$ cat config.mk
export PLATFORM = sky130hd
export DESIGN_NAME = pipe_hazard_ctrl_flat
export DESIGN_NICKNAME = d
export VERILOG_FILES = /design/src/rtl/pipe_hazard_ctrl_if.sv /design/src/rtl/pipe_hazard_ctrl.sv /design/src/flat_wrapper.sv
export SDC_FILE = /design/constraint.sdc
export NUM_CORES = 1
export LEC_CHECK = 0
export ABC_AREA = 1
export BUFFER_PORTS_ARGS = -buffer_cell sky130_fd_sc_hd__buf_2
export CAP_MARGIN = 10
export CORE_ASPECT_RATIO = 1.75
export CORE_MARGIN = 5
export CORE_UTILIZATION = 46
export CTS_BUF_LIST = sky130_fd_sc_hd__clkbuf_8
export DETAILED_ROUTE_END_ITERATION = 10
export GPL_ROUTABILITY_DRIVEN = 1
export GPL_TIMING_DRIVEN = 0
export MAX_ROUTING_LAYER = met4
export PLACE_DENSITY = 0.78
export SYNTH_ARGS = -nofsm -noshare
export SYNTH_HDL_FRONTEND = slang
export SYNTH_SLANG_ARGS = --single-unit
export TNS_END_PERCENT = 1
$ cat constraint.sdc
create_clock -name clk -period 2.45 [get_ports clk]
set_input_delay 0.3675 -clock clk [delete_from_list [all_inputs] [get_ports clk]]
set_output_delay 0.3675 -clock clk [all_outputs]
set_load 0.005 [all_outputs]
$ cat src/rtl/pipe_hazard_ctrl_if.sv
// Hazard-controller bundle: ID/EX/MEM hazard sources in, pipeline enables and perf counters out.
// master = pipeline datapath side, slave = hazard controller.
interface pipe_hazard_ctrl_if #(
  parameter int CNT_W = 16
);
  logic [4:0]       id_rs;
  logic [4:0]       id_rt;
  logic             id_uses_rt;
  logic             id_halt;
  logic             ex_mem_read;
  logic [4:0]       ex_rt;
  logic             ex_branch_taken;
  logic             mem_busy;

  logic             pc_we;
  logic             if_id_we;
  logic             if_id_flush;
  logic             id_ex_bubble;
  logic             ex_mem_we;
  logic             mem_wb_we;
  logic             halted;
  logic [CNT_W-1:0] stall_cycles;
  logic [CNT_W-1:0] flush_count;

  modport master (
    output id_rs, id_rt, id_uses_rt, id_halt, ex_mem_read, ex_rt, ex_branch_taken, mem_busy,
    input  pc_we, if_id_we, if_id_flush, id_ex_bubble, ex_mem_we, mem_wb_we, halted,
           stall_cycles, flush_count
  );

  modport slave (
    input  id_rs, id_rt, id_uses_rt, id_halt, ex_mem_read, ex_rt, ex_branch_taken, mem_busy,
    output pc_we, if_id_we, if_id_flush, id_ex_bubble, ex_mem_we, mem_wb_we, halted,
           stall_cycles, flush_count
  );
endinterface

$ cat src/rtl/pipe_hazard_ctrl.sv
// 5-stage pipeline hazard/sequencing controller; enables are combinational (zero latency).
// Priority: mem wait freeze > taken-branch flush > load-use stall > halt drain; counters saturate.
module pipe_hazard_ctrl #(
  parameter int DRAIN_CYCLES = 3,
  parameter int CNT_W        = 16
) (
  input  logic               clk,
  input  logic               reset,
  pipe_hazard_ctrl_if.slave  bus
);

  typedef enum logic [1:0] {RUN, DRAIN, HALTED} state_t;

  localparam logic [2:0] DRAIN_LOAD = 3'(DRAIN_CYCLES - 1);

  state_t           state;
  logic [2:0]       drain_cnt;
  logic [CNT_W-1:0] stall_q;
  logic [CNT_W-1:0] flush_q;

  logic load_use;
  logic run_freeze;
  logic run_flush;
  logic run_stall;
  logic run_halt;

  assign load_use = bus.ex_mem_read && (bus.ex_rt != 5'd0) &&
                    ((bus.ex_rt == bus.id_rs) || (bus.id_uses_rt && (bus.ex_rt == bus.id_rt)));

  assign run_freeze = (state == RUN) && bus.mem_busy;
  assign run_flush  = (state == RUN) && !bus.mem_busy && bus.ex_branch_taken;
  assign run_stall  = (state == RUN) && !bus.mem_busy && !bus.ex_branch_taken && load_use;
  assign run_halt   = (state == RUN) && !bus.mem_busy && !bus.ex_branch_taken && !load_use &&
                      bus.id_halt;

  always_comb begin
    bus.pc_we        = 1'b0;
    bus.if_id_we     = 1'b0;
    bus.if_id_flush  = 1'b0;
    bus.id_ex_bubble = 1'b1;
    bus.ex_mem_we    = 1'b1;
    bus.mem_wb_we    = 1'b1;
    if (reset) begin
      // Held reset: keep NOPs flowing into ID/EX while the back end keeps clocking.
      bus.if_id_flush = 1'b1;
    end else begin
      case (state)
        RUN: begin
          if (run_freeze) begin
            bus.id_ex_bubble = 1'b0;
            bus.ex_mem_we    = 1'b0;
            bus.mem_wb_we    = 1'b0;
          end else if (run_flush) begin
            bus.pc_we       = 1'b1;
            bus.if_id_we    = 1'b1;
            bus.if_id_flush = 1'b1;
          end else if (run_stall) begin
            bus.id_ex_bubble = 1'b1;
          end else if (run_halt) begin
            // HALT itself proceeds into EX as a no-write op.
            bus.id_ex_bubble = 1'b0;
          end else begin
            bus.pc_we        = 1'b1;
            bus.if_id_we     = 1'b1;
            bus.id_ex_bubble = 1'b0;
          end
        end
        DRAIN: begin
          bus.ex_mem_we = !bus.mem_busy;
          bus.mem_wb_we = !bus.mem_busy;
        end
        default: ;
      endcase
    end
  end

  assign bus.halted       = (state == HALTED);
  assign bus.stall_cycles = stall_q;
  assign bus.flush_count  = flush_q;

  always_ff @(posedge clk or posedge reset) begin
    if (reset) begin
      state     <= RUN;
      drain_cnt <= 3'd0;
      stall_q   <= '0;
      flush_q   <= '0;
    end else begin
      if ((run_freeze || run_stall) && (stall_q != '1))
        stall_q <= stall_q + 1'b1;
      if (run_flush && (flush_q != '1))
        flush_q <= flush_q + 1'b1;

      case (state)
        RUN: begin
          if (run_halt) begin
            state     <= DRAIN;
            drain_cnt <= DRAIN_LOAD;
          end
        end
        DRAIN: begin
          if (!bus.mem_busy) begin
            if (drain_cnt == 3'd0)
              state <= HALTED;
            else
              drain_cnt <= drain_cnt - 3'd1;
          end
        end
        HALTED:  state <= HALTED;
        default: state <= RUN;
      endcase
    end
  end

endmodule

$ cat src/flat_wrapper.sv
// flat-port wrapper written by rule: the top's interface ports become plain ports
module pipe_hazard_ctrl_flat 
#(
  parameter int DRAIN_CYCLES = 3,
  parameter int CNT_W        = 16
)
  (clk, reset, bus_id_rs, bus_id_rt, bus_id_uses_rt, bus_id_halt, bus_ex_mem_read, bus_ex_rt, bus_ex_branch_taken, bus_mem_busy, bus_pc_we, bus_if_id_we, bus_if_id_flush, bus_id_ex_bubble, bus_ex_mem_we, bus_mem_wb_we, bus_halted, bus_stall_cycles, bus_flush_count);
  pipe_hazard_ctrl_if #(.CNT_W(CNT_W)) bus_i ();
  input  logic clk;
  input  logic reset;
  input wire logic [$bits(bus_i.id_rs)-1:0] bus_id_rs;
  input wire logic [$bits(bus_i.id_rt)-1:0] bus_id_rt;
  input wire logic [$bits(bus_i.id_uses_rt)-1:0] bus_id_uses_rt;
  input wire logic [$bits(bus_i.id_halt)-1:0] bus_id_halt;
  input wire logic [$bits(bus_i.ex_mem_read)-1:0] bus_ex_mem_read;
  input wire logic [$bits(bus_i.ex_rt)-1:0] bus_ex_rt;
  input wire logic [$bits(bus_i.ex_branch_taken)-1:0] bus_ex_branch_taken;
  input wire logic [$bits(bus_i.mem_busy)-1:0] bus_mem_busy;
  output wire logic [$bits(bus_i.pc_we)-1:0] bus_pc_we;
  output wire logic [$bits(bus_i.if_id_we)-1:0] bus_if_id_we;
  output wire logic [$bits(bus_i.if_id_flush)-1:0] bus_if_id_flush;
  output wire logic [$bits(bus_i.id_ex_bubble)-1:0] bus_id_ex_bubble;
  output wire logic [$bits(bus_i.ex_mem_we)-1:0] bus_ex_mem_we;
  output wire logic [$bits(bus_i.mem_wb_we)-1:0] bus_mem_wb_we;
  output wire logic [$bits(bus_i.halted)-1:0] bus_halted;
  output wire logic [$bits(bus_i.stall_cycles)-1:0] bus_stall_cycles;
  output wire logic [$bits(bus_i.flush_count)-1:0] bus_flush_count;
  assign bus_i.id_rs = bus_id_rs;
  assign bus_i.id_rt = bus_id_rt;
  assign bus_i.id_uses_rt = bus_id_uses_rt;
  assign bus_i.id_halt = bus_id_halt;
  assign bus_i.ex_mem_read = bus_ex_mem_read;
  assign bus_i.ex_rt = bus_ex_rt;
  assign bus_i.ex_branch_taken = bus_ex_branch_taken;
  assign bus_i.mem_busy = bus_mem_busy;
  assign bus_pc_we = bus_i.pc_we;
  assign bus_if_id_we = bus_i.if_id_we;
  assign bus_if_id_flush = bus_i.if_id_flush;
  assign bus_id_ex_bubble = bus_i.id_ex_bubble;
  assign bus_ex_mem_we = bus_i.ex_mem_we;
  assign bus_mem_wb_we = bus_i.mem_wb_we;
  assign bus_halted = bus_i.halted;
  assign bus_stall_cycles = bus_i.stall_cycles;
  assign bus_flush_count = bus_i.flush_count;
  pipe_hazard_ctrl #(.DRAIN_CYCLES(DRAIN_CYCLES), .CNT_W(CNT_W)) u_core (.clk(clk), .reset(reset), .bus(bus_i));
endmodule
==> flow_summary.ini, run 1 <==
[floorplan]
core_sq_mm = 0.00530
die_area_sq_mm = 0.00712
core.rowCount = 35
die_w_um = 66.0
start_util_pct = 47.6
die_h_um = 108
design.portCount = 61

[timing]
skew_ns = 0.00729
rsz0062_at_grt = no
setup_violations = 0
drv_slew = 0
clock.fmax_mhz = 452
fin_crit_ns = 2.21
worst_pin_slew_ns = 0.786
maxSlewHeadroom_pct = 47.5
finalCritPeriodShare_pct = 90.3
worst_hold_slack_ns = 0.252
finalHoldViolCount = 0

[grt]
grt_pass1_vias = 2285
grt_max_degree = 40
grt_overflow = 0
grt_pass1_wl_um = 9980
antenna_found_initial = 0
grt_use_total_pct = 18.1

[synthesis]
netlist_instances = 336
yosysUniqueCellTypes = 25
syn_area_sq_mm = 0.00252
synth.avg_cell_area_sq_um = 7.50
ys_seq_area_share_pct = 36.7
ys_seq_elements = 37
ys_warn_count = 0
syn_nets = 366

[cts]
clk_path_buf_depth = 2
cts_tree = yes
cts_max_level = 2
cts_sinks = 37
root_buffer = clkbuf_8
postCtsSetupBuffers = 0
clock_latency_ns = 0.29
path_clk_slew_ns = 0.07
cts_made_buffers = 5

[worst_setup_path]
worst-path-max-fanout = 4
r2r-end = u_core.bus.flush_count[12]
worstPathRequired_ns = 2.08
crit_path_start = u_core.state[0]
critPathLaunchType = flop
cp.arrival_ns = 1.84
end_kind = primary output
r2r_cells = 8
r2r_start = u_core.state[0]
crit_type = reg2out
r2r_slack_ns = 0.49

[power]
power_w = 0.00213
leakagePower_nw = 1.63
irDropWorstVdd_v = 0.000367
powerDensity_mw_per_mm2 = 709

[drt]
avgRoutedWirePerCell_um = 11.9
vias_per_cell = 4.87
drc = 0
first_iter_violations = 133
drt_pass1_iterations = 4
ant_nets = 0
drt-total-wl_um = 5700
via_count = 2324

[outcome]
status = completed

[layout]
syn_to_final_growth_pct = 19.4
fin_nets = 433
n_fill_cell = 513
diodes = 0
drive_gt1_share_pct = 26.6

[placed_design]
dp_hpwl_um = 4590
place.gp.congestion = 0.830
io_buffers = 60

[min_path]
hold_class = in2async

[flow_run]
drv_cap = 0
==> power breakdown <==
| group | total, W | switching [W] | internal [W] | leakage [nW] |
|---|---|---|---|---|
| logic | 0.000833 | 0.000485 | 0.000348 | 1.10 |
| clock network | 0.000435 | 0.000212 | 0.000222 | 0.0433 |
| registers | 0.000863 | 0.000140 | 0.000723 | 0.488 |
==> worst max-delay path by stage <==
stage / endpoint / slack, ns
detailed placement: bus_pc_we / 0.39
floorplan: bus_mem_wb_we / 0.48
finish: bus_pc_we / 0.24
global placement: bus_mem_wb_we / -0.12
global route: bus_pc_we / 0.03
CTS: bus_pc_we / 0.13
==> critical path: stages, from the launching register on <==
cell and delay (ns):
dfrtp_1 0.41, inv_1 0.12, ha_1 0.23, nand3_1 0.18, nor2_1 0.13, nand2_1 0.07, nor3b_2 0.17, buf_4 0.12
buf_2 0.11
==> area by class of cell <==
type	count	area (sq um)	area share, %
inverters	39	146	4.87
plain buffers	6	52.6	1.75
clock buffers	6	82.6	2.75
clock inverters	1	7.51	0.250
repair buffers	60	300	9.98
flip-flops and latches	37	926	30.8
multi-input cells	254	1400	46.5
well taps	74	92.6	3.08
==> placed cells by master, fill, tap and decap left out, types with 8 or more instances in the layout <==
master / count
nand3_1: 33
nand2_2: 21
xor2_1: 16
nor3_1: 8
xnor2_1: 15
buf_2: 62
nand2_1: 98
nor2_1: 28
inv_1: 33
nand4_1: 11
dfrtp_1: 37
ha_1: 8
==> synthesized netlist by cell type, drive strengths merged <==
cell	n	area [sq um]
xnor2	15	131
o211ai	1	7.51
inv	39	146
buf	6	52.6
o21ai	5	36.3
nor4	1	6.26
nand3b	2	15.0
xor2	16	140
ha	8	100
nor3b	2	15.0
nor3	8	40.0
nand2	120	510
nand4	12	90.1
nor2	30	128
dfrtp	37	926
nand3	34	175
==> registers in the layout, summed over array words and instances (netlist names) <==
name and count:
u_core.drain_cnt 3, u_core.bus.flush_count 16, u_core.state 2, u_core.bus.stall_cycles 16
==> metal layers <==
layer	GRT usage, %	vias up	wire, um
met5	-	-	0
met4	5.52	0	90
met3	2.61	7	264
met2	32.2	62	3060
met1	20.6	1060	2280
li1	-	1195	-
==> cell families after synthesis <==
| kind of cell | share of synthesized area [%] |
|---|---|
| buffers and inverters | 7.89 |
| adder cells (fa/ha/maj) | 3.97 |
| AO/OA/AOI/OAI | 1.74 |
| XOR/XNOR | 10.8 |
| AND/OR/NAND/NOR | 38.9 |
| flip-flops | 36.7 |
==> stage by stage <==
step                setup slack (ns)  util, %  cell area [sq um]  TNS (ns)  cells
finish                         0.238     56.8               3010         0    477
global route                  0.0296     56.8               3010         0    477
CTS                            0.128     56.7               3000         0    477
detailed placement             0.392     55.0               2910         0    470
global placement              -0.123     55.0               2910    -0.131    470
floorplan                      0.483        -               2520         0    336
==> repair_timing <==
item	4_1_cts	5_1_grt
setup endpoints to repair	0	2
gates resized for setup	0	1
hold buffers	0	0
Note: power is estimated with default switching activity, not from simulation.
==> inputs of run 2 (changes only) <==
--- a/config.mk
+++ b/config.mk
@@ -6,17 +6,17 @@
 export NUM_CORES = 1
 export LEC_CHECK = 0
 export ABC_AREA = 1
-export BUFFER_PORTS_ARGS = -buffer_cell sky130_fd_sc_hd__buf_2
 export CAP_MARGIN = 10
 export CORE_ASPECT_RATIO = 1.75
 export CORE_MARGIN = 5
 export CORE_UTILIZATION = 46
 export CTS_BUF_LIST = sky130_fd_sc_hd__clkbuf_8
 export DETAILED_ROUTE_END_ITERATION = 10
+export DONT_BUFFER_PORTS = 1
 export GPL_ROUTABILITY_DRIVEN = 1
 export GPL_TIMING_DRIVEN = 0
 export MAX_ROUTING_LAYER = met4
-export PLACE_DENSITY = 0.78
+export PLACE_DENSITY = 0.69
 export SYNTH_ARGS = -nofsm -noshare
 export SYNTH_HDL_FRONTEND = slang
 export SYNTH_SLANG_ARGS = --single-unit
==> run 2 against run 1 <==
Total power down 4.2%. Sequential power up 2.5%. Die area unchanged. Critical endpoint unchanged. Highest routed layer unchanged.
==> flow_summary.ini, run 2 (synthesis results as in run 1) <==
[drt]
drc = 0
dr_wl_met2_um = 3170
via_count = 2151
ant_nets = 0
highest_layer = met4
route.met3.wl_um = 330
vias_per_cell = 5.15
drt_pass1_iterations = 4
wl_met1_um = 2040
first_iter_violations = 63
avgRoutedWirePerCell_um = 13.4
drt-total-wl_um = 5620

[floorplan]
die_area_sq_mm = 0.00712
start_util_pct = 47.6
core.rowCount = 35
core_sq_mm = 0.00530
die_w_um = 66.0
die_h_um = 108
design.portCount = 61

[worst_setup_path]
end_kind = primary output
crit_path_frequent_cell = inv_1
cp.arrival_ns = 1.82
worst-path-max-fanout = 4
cpMaxStageDelayCell = dfrtp_1
path_delay_family = simple AND/OR/NAND/NOR gates
crit_chain = inv_1 -> ha_1 -> inv_1 -> nor2_1 -> nand2_1 -> nor3b_1 -> buf_4
r2r_start = u_core.state[0]
worstPathRequired_ns = 2.08
worstPathBufferInverterCount = 3
r2r_slack_ns = 0.49
max_stage_delay_ns = 0.40
r2r_cells = 8
r2r-end = u_core.bus.flush_count[13]
critPathLaunchType = flop
crit_type = reg2out

[cts]
cts_made_buffers = 5
root_buffer = clkbuf_8
postCtsHoldBufs = 0
cts_tree = yes
postCtsSetupBuffers = 0
cts_sinks = 37
cts_max_level = 2
clock_latency_ns = 0.29
clk_path_buf_depth = 2
post_cts_resize_count = 0
path_clk_slew_ns = 0.07

[grt]
grt_max_degree = 40
antenna_found_initial = 0
grt_pass1_wl_um = 9830
grt_overflow = 0
grt_use_total_pct = 17.9
grt_pass1_vias = 2190

[power]
leakagePower_nw = 1.36
irDropWorstVdd_v = 0.000405
powerDensity_mw_per_mm2 = 752

[timing]
drv_slew = 0
fin_crit_ns = 2.19
finalCritPeriodShare_pct = 89.5
rsz0062_at_grt = no
finalHoldViolCount = 0
setup_ws_ns = 0.258
maxSlewHeadroom_pct = 45.9
skew_ns = 0.00688
worst_pin_slew_ns = 0.810
setup_violations = 0
clock.fmax_mhz = 456
fin_tns_setup_ns = 0

[outcome]
status = completed

[layout]
drive_gt1_share_pct = 13.7
syn_to_final_growth_pct = 7.70
final_common_cell = nand2_1
fin_nets = 373
mostFrequentLayoutCells = nand2_1, dfrtp_1, inv_1, nand3_1, nor2_1
diodes = 0

[placed_design]
place.gp.congestion = 0.825
io_buffers = 0
dp_hpwl_um = 4350
pre_cts_slack_ns = 0.511

[min_path]
hold_class = in2async

[flow_run]
drv_cap = 0
[run 2: how the worst max path moves through the flow]
stage | end | cells past startpoint | from | slack [ns]
finish | bus_pc_we | 7 | u_core.state[0] | 0.26
global route | bus_pc_we | 7 | u_core.state[0] | 0.04
CTS | bus_pc_we | 7 | u_core.state[0] | 0.23
detailed placement | u_core.bus.flush_count[13] | 8 | u_core.state[1] | 0.51
global placement | bus_mem_wb_we | 3 | reset | 0.03
floorplan | bus_mem_wb_we | 3 | reset | 0.48
[run 2: worst register-to-register path, stage by stage (launching register included)]
cell     delay [ns]
dfrtp_1        0.40
inv_1          0.11
ha_1           0.23
inv_1          0.09
nor3_1         0.32
nand2_1        0.14
nor3_1         0.31
nand2_1        0.11
xnor2_1        0.14
[run 2: metal layers]
layer / global-route usage, % / vias up
li1: - / 1076
met1: 17.9 / 1024
met2: 32.9 / 45
met3: 5.33 / 6
met4: 5.23 / 0
met5: - / -
[run 2: area by class of cell]
cell class	instances	area (sq um)
clock inverters	1	5.00
clock buffers	7	96.3
plain buffers	6	52.6
well taps	74	92.6
multi-input cells	254	1400
inverters	39	146
fillers	542	2580
flip-flops and latches	37	926
[run 2: metrics by stage]
step           utilization, %  area (sq um)  power, W  hold WS [ns]  instances
2_1_floorplan               -          2520   0.00143         0.442        336
3_3_place_gp             49.3          2610   0.00158         0.460        410
3_5_place_dp             49.3          2610   0.00160         0.463        410
4_1_cts                  51.2          2710   0.00207         0.150        418
5_1_grt                  51.2          2710   0.00222         0.177        418
6_report                 51.2          2710   0.00204         0.116        418
[run 2: where the power goes]
part	switching [W]	total [W]	internal, W
combinational	0.000424	0.000695	0.000270
clock	0.000207	0.000462	0.000254
sequential	0.000162	0.000885	0.000723
